==> config.mk <==
export PLATFORM = sky130hd
export DESIGN_NAME = dmem_arbiter
export DESIGN_NICKNAME = d
export VERILOG_FILES = /design/src/rtl/dmem_arbiter_pkg.sv /design/src/rtl/dmem_arbiter_store_merge.sv /design/src/rtl/dmem_arbiter.sv
export SDC_FILE = /design/constraint.sdc
export NUM_CORES = 1
export LEC_CHECK = 0
export BUFFER_PORTS_ARGS = -buffer_cell sky130_fd_sc_hd__buf_2
export CAP_MARGIN = 15
export CORE_ASPECT_RATIO = 0.8
export CORE_MARGIN = 4
export CORE_UTILIZATION = 50
export CTS_CLUSTER_SIZE = 28
export DETAILED_ROUTE_END_ITERATION = 8
export PLACE_DENSITY = 0.9
export SYNTH_ARGS = -nofsm -noshare
export SYNTH_HDL_FRONTEND = slang
export SYNTH_HIERARCHICAL = 1
export SYNTH_SLANG_ARGS = --single-unit
export TNS_END_PERCENT = 30
==> constraint.sdc <==
create_clock -name clk -period 4.8 [get_ports clk]
set_clock_uncertainty 0.2 [all_clocks]
set_input_delay 0.72 -clock clk [delete_from_list [all_inputs] [get_ports clk]]
set_output_delay 0.72 -clock clk [all_outputs]
set_load 0.02 [all_outputs]
==> src/rtl/dmem_arbiter_pkg.sv <==
// Shared encodings for the data-memory arbiter: access sizes and FSM states.
package dmem_arbiter_pkg;

    localparam logic [1:0] SZ_BYTE = 2'b00;
    localparam logic [1:0] SZ_HALF = 2'b01;
    localparam logic [1:0] SZ_WORD = 2'b10;

    typedef enum logic [1:0] {
        ST_IDLE    = 2'b00,
        ST_RMW_WR  = 2'b01,
        ST_DBG_ACK = 2'b10
    } state_t;

endpackage

==> src/rtl/dmem_arbiter_store_merge.sv <==
// Combinational byte/halfword lane merge used by the read-modify-write store path.
module store_merge
    import dmem_arbiter_pkg::*;
(
    input  logic [31:0] old_word_i,
    input  logic [31:0] wdata_i,
    input  logic [1:0]  size_i,
    input  logic [1:0]  addr_lo_i,
    output logic [31:0] merged_o
);

    always_comb begin
        merged_o = old_word_i;
        case (size_i)
            SZ_BYTE: merged_o[{addr_lo_i, 3'b000} +: 8] = wdata_i[7:0];
            // addr[0] is ignored for halfwords: lane is chosen by addr[1] alone
            SZ_HALF: begin
                if (addr_lo_i[1]) merged_o[31:16] = wdata_i[15:0];
                else              merged_o[15:0]  = wdata_i[15:0];
            end
            default: merged_o = wdata_i;
        endcase
    end

endmodule

==> src/rtl/dmem_arbiter.sv <==
// Arbitrates the single-ported data memory between the CPU Memory stage and a debug port,
// with sub-word stores done as read-modify-write and a starvation counter for debug.
//   state      | meaning
//   ST_IDLE    | CPU pass-through; debug granted if CPU idle or debug starved
//   ST_RMW_WR  | write phase of a sub-word store; debug blocked
//   ST_DBG_ACK | dbg_ack pulse; CPU served as in IDLE, no debug grant
module dmem_arbiter
    import dmem_arbiter_pkg::*;
#(
    parameter int AW         = 32,
    parameter int STARVE_MAX = 4
) (
    input  logic          clk,
    input  logic          reset,
    input  logic          cpu_req,
    input  logic          cpu_we,
    input  logic [1:0]    cpu_size,
    input  logic [AW-1:0] cpu_addr,
    input  logic [31:0]   cpu_wdata,
    output logic [31:0]   cpu_rdata,
    output logic          cpu_stall,
    input  logic          dbg_req,
    input  logic          dbg_we,
    input  logic [AW-1:0] dbg_addr,
    input  logic [31:0]   dbg_wdata,
    output logic [31:0]   dbg_rdata,
    output logic          dbg_ack,
    output logic          mem_we,
    output logic [AW-1:0] mem_addr,
    output logic [31:0]   mem_wdata,
    input  logic [31:0]   mem_rdata
);

    localparam logic [3:0] STARVE_LIM = 4'(STARVE_MAX);

    state_t        state_q, state_d;
    logic [3:0]    starve_q, starve_d;
    logic [31:0]   merged_q, merged_d;
    logic [AW-1:0] waddr_q, waddr_d;
    logic          dbg_ack_q;
    logic [31:0]   dbg_rdata_q;

    logic          dbg_grant;
    logic          cpu_subword;
    logic          mem_we_raw;
    logic          cpu_stall_raw;
    logic [31:0]   merged_word;
    logic          unused_dbg_lo;

    assign unused_dbg_lo = ^dbg_addr[1:0];

    assign cpu_subword = cpu_we && (cpu_size == SZ_BYTE || cpu_size == SZ_HALF);
    assign dbg_grant   = (state_q == ST_IDLE) && dbg_req &&
                         (!cpu_req || starve_q == STARVE_LIM);

    store_merge u_store_merge (
        .old_word_i (mem_rdata),
        .wdata_i    (cpu_wdata),
        .size_i     (cpu_size),
        .addr_lo_i  (cpu_addr[1:0]),
        .merged_o   (merged_word)
    );

    always_comb begin
        state_d       = ST_IDLE;
        merged_d      = merged_q;
        waddr_d       = waddr_q;
        mem_we_raw    = 1'b0;
        mem_addr      = {cpu_addr[AW-1:2], 2'b00};
        mem_wdata     = cpu_wdata;
        cpu_stall_raw = 1'b0;

        if (state_q == ST_RMW_WR) begin
            mem_we_raw = 1'b1;
            mem_addr   = waddr_q;
            mem_wdata  = merged_q;
        end else if (dbg_grant) begin
            mem_we_raw    = dbg_we;
            mem_addr      = {dbg_addr[AW-1:2], 2'b00};
            mem_wdata     = dbg_wdata;
            cpu_stall_raw = cpu_req;
            state_d       = ST_DBG_ACK;
        end else if (cpu_req) begin
            if (cpu_subword) begin
                merged_d      = merged_word;
                waddr_d       = {cpu_addr[AW-1:2], 2'b00};
                cpu_stall_raw = 1'b1;
                state_d       = ST_RMW_WR;
            end else begin
                mem_we_raw = cpu_we;
            end
        end

        if (dbg_grant)
            starve_d = 4'd0;
        else if (dbg_req)
            starve_d = (starve_q >= STARVE_LIM) ? STARVE_LIM : starve_q + 4'd1;
        else
            starve_d = 4'd0;
    end

    // Reset gates the strobes so no write or stall escapes while reset is held.
    assign mem_we    = mem_we_raw && !reset;
    assign cpu_stall = cpu_stall_raw && !reset;
    assign cpu_rdata = mem_rdata;
    assign dbg_ack   = dbg_ack_q;
    assign dbg_rdata = dbg_rdata_q;

    always_ff @(posedge clk or posedge reset) begin
        if (reset) begin
            state_q     <= ST_IDLE;
            starve_q    <= 4'd0;
            merged_q    <= 32'd0;
            waddr_q     <= '0;
            dbg_ack_q   <= 1'b0;
            dbg_rdata_q <= 32'd0;
        end else begin
            state_q   <= state_d;
            starve_q  <= starve_d;
            merged_q  <= merged_d;
            waddr_q   <= waddr_d;
            dbg_ack_q <= dbg_grant;
            if (dbg_grant)
                dbg_rdata_q <= mem_rdata;
        end
    end

endmodule

=== Yosys cells after proc, flatten, opt, wreduce, memory -nomap -nowiden ===
Cells that the tools add are included.

* Equal/unequal tests: 3
* Shift operators: 2
* $lt $le $gt $ge: 1
* Bitwise logic cells: 2
* Reductions and logical operators: 12
* $add $sub $neg: 2
* Muxes and demuxes: 23

{| class="wikitable"
|+ Operators with widths
! kind !! count
|-
| $mux W32 || 4
|-
| $pmux W32 S2 || 1
|-
| $bwmux W32 || 1
|-
| $mux W16 || 2
|-
| $shift A8 B7 Y32 const A || 1
|-
| $shiftx A8 B7 Y32 || 1
|-
| $mux W4 || 3
|-
| $mux W1 || 10
|-
| $neg A5 Y7 || 1
|-
| $logic_and A1 B1 Y1 || 5
|-
| $add A4 B1 Y4 const B || 1
|-
| $eq A2 B1 Y1 const B || 2
|-
| $eq A4 B3 Y1 const B || 1
|-
| $ge A4 B3 Y1 const B || 1
|-
| $logic_not A2 Y1 || 2
|-
| $mux W2 || 2
|-
| $reduce_and A4 Y1 || 1
|-
| $logic_not A1 Y1 || 2
|-
| $logic_or A1 B1 Y1 || 2
|-
| $not A1 Y1 || 2
|}

* Input port bits: 168
* Output and inout port bits: 131
* Flip-flop bits (word level): 101
* Word-level logic and storage cells: 51

=== Logic depth before layout (Yosys ltp) ===
* Word-level depth: 8
* Mapped depth: 9
* Mapped depth without buffers: 6

=== Hierarchy ===
Netlist, hierarchy kept.

{| class="wikitable"
|+ By module, submodules not included
! module !! cells an instance !! sequential area each (um^2) !! area each (um^2) !! times used
|-
| dmem_arbiter || 632 || 2527.4 || 6431.2 || 1
|-
| store_merge || 136 || 0.0 || 992.2 || 1
|}

=== Worst setup path before layout ===
Ideal clock, no wire load.

* Path type: in2out
* Start point: in reset
* End point: out cpu_stall
* Required time: 3.880 ns
* Arrival: 3.389 ns
* Path buffers: 0
* Path slack: 0.491 ns
* Cell stages on the path: 2
* Cell sequence: inv_1 > o2111a_1

* Longest elaborated chain between the ends: 2

{| class="wikitable"
|+ RTL lines
! element !! RTL line !! RTL
|-
| from (decl) || dmem_arbiter.sv:14 || <nowiki>input logic reset,</nowiki>
|-
| $logic_not A1 Y1 (no line) || n/a ||
|-
| $logic_and A1 B1 Y1 || dmem_arbiter.sv:104 || <nowiki>assign cpu_stall = cpu_stall_raw && !reset;</nowiki>
|-
| to (decl) || dmem_arbiter.sv:21 || <nowiki>output logic cpu_stall,</nowiki>
|}

Every way passes these cells.

=== Worst setup path after layout ===
* Start point: in dbg_req
* End point: out mem_we

* Longest elaborated chain between the ends: 5

{| class="wikitable"
|+ RTL lines
! element !! RTL line !! RTL
|-
| from (decl) || dmem_arbiter.sv:22 || <nowiki>input logic dbg_req,</nowiki>
|-
| $logic_and A1 B1 Y1 (2 in series) || dmem_arbiter.sv:53 || <nowiki>assign dbg_grant = (state_q == ST_IDLE) && dbg_req &&</nowiki>
|-
| $mux W1 || dmem_arbiter.sv:77 || <nowiki>end else if (dbg_grant) begin</nowiki>
|-
| $mux W1 || dmem_arbiter.sv:73 || <nowiki>if (state_q == ST_RMW_WR) begin</nowiki>
|-
| $logic_and A1 B1 Y1 || dmem_arbiter.sv:103 || <nowiki>assign mem_we = mem_we_raw && !reset;</nowiki>
|-
| to (decl) || dmem_arbiter.sv:28 || <nowiki>output logic mem_we,</nowiki>
|}

Every way passes these cells.

==> flow_metrics.tcl <==
set metrics [dict create \
    drc 0 \
    max_slew_margin_pct 25.2 \
    yosys.cell_types.count 47 \
    min_path_type "reg -> reg" \
    overflow 0 \
    path_class "in -> out" \
    htreeDepth 3 \
    diodes 0 \
    min_period_over_period_pct 74.2 \
    report.final.slew_viol_count 0 \
    grt_pass1_wl_mm 37.5 \
    critical_path.startpoint_type "input port" \
    pin_count 299 \
    cp-end-kind "output pin" \
    internal_power_mw 1.90 \
    rows 39 \
    max_freq_ghz 0.281 \
    crit_fanout 65 \
    grt_util_all_layers_pct 28.5 \
    ys_seq_area_share_pct 34.0 \
    path_clk_slew_ns 0.08 \
    die-area_mm2 0.0169 \
    synth_edf_count 0 \
    p_clk_share_pct 24.7 \
    fp.dieW_um 144 \
    port_buffers 294 \
    final_common_cell "buf_2" \
    multi_input_area_mm2 0.00425 \
    pwr-share-seq_pct 38.7 \
    combPwrFrac_pct 36.6 \
    synthTopCellsByArea "dfrtp_1, mux2_4, a2bb2oi_1" \
    cts_buffer_depth 2 \
    synth_top_area_share_pct 34.0 \
    yosysTopAreaCell "dfrtp_1" \
    core-area_mm2 0.0144 \
    ys_warn_count 6 \
    leakagePower_nw 4.31 \
    worst_slew_pin_slew_ns 1.11 \
    worstSkewPairLatency_ns 0.35 \
    antenna_found_initial 0 \
    initial_core_util_pct 51.6 \
    via_count 7318 \
    gp_congestion 0.883 \
    post-route-util_pct 62.0 \
    min_period_ns 3.56 \
    avgSynthCellArea_um2 9.67 \
    drt_wl_total_mm 25.2 \
    via_per_inst 6.29 \
    power.density_mw_per_mm2 333 \
    nFillCells 1231 \
    status "completed" \
    ys_async_sr_fraction_pct 100 \
    cts_tree "built" \
    synthToLayoutAreaGrowth_pct 20.3 \
    cts_resized 0 \
    grt_pass1_vias 6820 \
    ys.flop_type "dfrtp_1" \
    seqCellArea_mm2 0.00253 \
    postCtsSetupBuffers 0 \
    rsz0062_at_grt "false" \
    numCtsBuffers 9 \
    layout_common_cells "buf_2, dfrtp_1, nand2_1" \
    finalSetupViolations 0 \
    syn_area_mm2 0.00742 \
    synth_cells 768 \
    die_y_um 117 \
    drv_cap 0 \
    arrival_ns 2.64 \
    irDropWorstVdd_v 0.000186 \
    avgRoutedWirePerCell_um 21.6 \
    worst_slack_ns 1.24 \
    cts_hold_buf 0 \
    drt_iter0_markers 638 \
    fin_tns_setup_ns 0 \
    cts_sinks 101 \
    grt_max_degree 101 \
    antenna_left 0 \
    p_sw_share_pct 36.0 \
    pre_cts_slack_ns 1.23 \
    p_sw_mw 1.07 \
    ys_ff_latch 101 \
    ctsRootBufferMaster "clkbuf_16" \
    hpwl_mm 17.1 \
    finalPower_mw 2.98 \
    finalHoldViolCount 0 \
    drive_above_1_share_pct 41.9 \
    firstDrtPassIters 9 \
    fin_nets 1149 \
    worst_ep_required_time_ns 3.88 \
]
worst max-delay path, cell delays in order:
cell and delay [ns]:
buf_2 0.12, or3b_4 0.74, a21oi_4 0.62, a311o_1 0.26
buf_2 0.17
metrics by stage:
step | hold slack (ns) | cell area, um2 | instances
finish | 0.288 | 8930 | 1163
floorplan | 0.257 | 7430 | 770
global route | 0.308 | 8930 | 1163
global placement | 0.262 | 8640 | 1147
detailed placement | 0.274 | 8640 | 1147
CTS | 0.291 | 8930 | 1163
cells in the mapped netlist (8+ instances only):
cell type,n
a22o_1,9
a222oi_1,8
a21oi_1,9
dfrtp_1,101
mux2i_1,16
inv_1,16
nand2_1,71
buf_6,9
buf_4,36
nand3_1,9
mux2_1,15
a31oi_1,62
a221o_1,14
buf_1,10
mux2_2,20
o211ai_1,62
mux2_4,59
a2bb2oi_1,62
nor2_1,65
clkbuf_1,48
metal layers:
layer  wire length (um)  GRT usage (%)  up-vias  share of wire (%)
met5                  0              0        -                  0
met2              11700           46.6      463                 46
met4                569           8.58        0                2.3
li1                   -              -     3266                  -
met1              10400           38.8     3543                 41
met3               2510           5.40       46                 10
power groups by stage:
stage	Combinational [mW]	Sequential (mW)	Clock (mW)
2_1_floorplan	0.678	1.21	0
3_3_place_gp	1.06	1.15	0
3_5_place_dp	1.09	1.16	0
4_1_cts	1.09	1.15	0.746
5_1_grt	1.17	1.17	0.776
6_report	1.09	1.15	0.737
cell families (layout without fill, tap and decap cells):
family	Yosys count	count (layout)	synth area share, %
and+or+nand+nor	173	173	10.3
buffers and inverters	127	336	9.27
DFF	101	101	34.0
AOI/OAI and AO/OA	249	249	25.8
adders and majority gates	7	7	1.18
muxes	110	110	19.4
other	1	3	0.0505
cell type report:
class,count,share of cell area (%)
flip-flops and latches,101,28.3
well taps,184,2.58
inverters,17,0.743
clock buffers,10,2.68
repair buffers,303,17.5
clock inverters,6,0.575
multi-input cells,542,47.6
flip-flops by register name (all words and copies together), names as in the netlist:
name	cells
waddr_q	30
merged_q	32
state_q	2
dbg_ack	1
dbg_rdata	32
starve_q	4
path summary, 6_finish.rpt:
check / to / startpoint / depth (start not counted) / slack [ns]
min reg2reg: dbg_rdata[9]$_DFFE_PP0P_ / dbg_rdata[9]$_DFFE_PP0P_ / 1 / 0.29
min in group asynchronous: merged_q[16]$_DFFE_PP0P_ / reset / 2 / 0.31
max in group asynchronous: dbg_rdata[12]$_DFFE_PP0P_ / reset / 3 / 2.97
max: mem_we / dbg_req / 5 / 1.24
min: dbg_rdata[9]$_DFFE_PP0P_ / dbg_rdata[9]$_DFFE_PP0P_ / 1 / 0.29
max reg2reg: dbg_rdata[19]$_DFFE_PP0P_ / state_q[0]$_DFF_PP0_ / 4 / 1.76
Power figures use the tool's default switching activity.
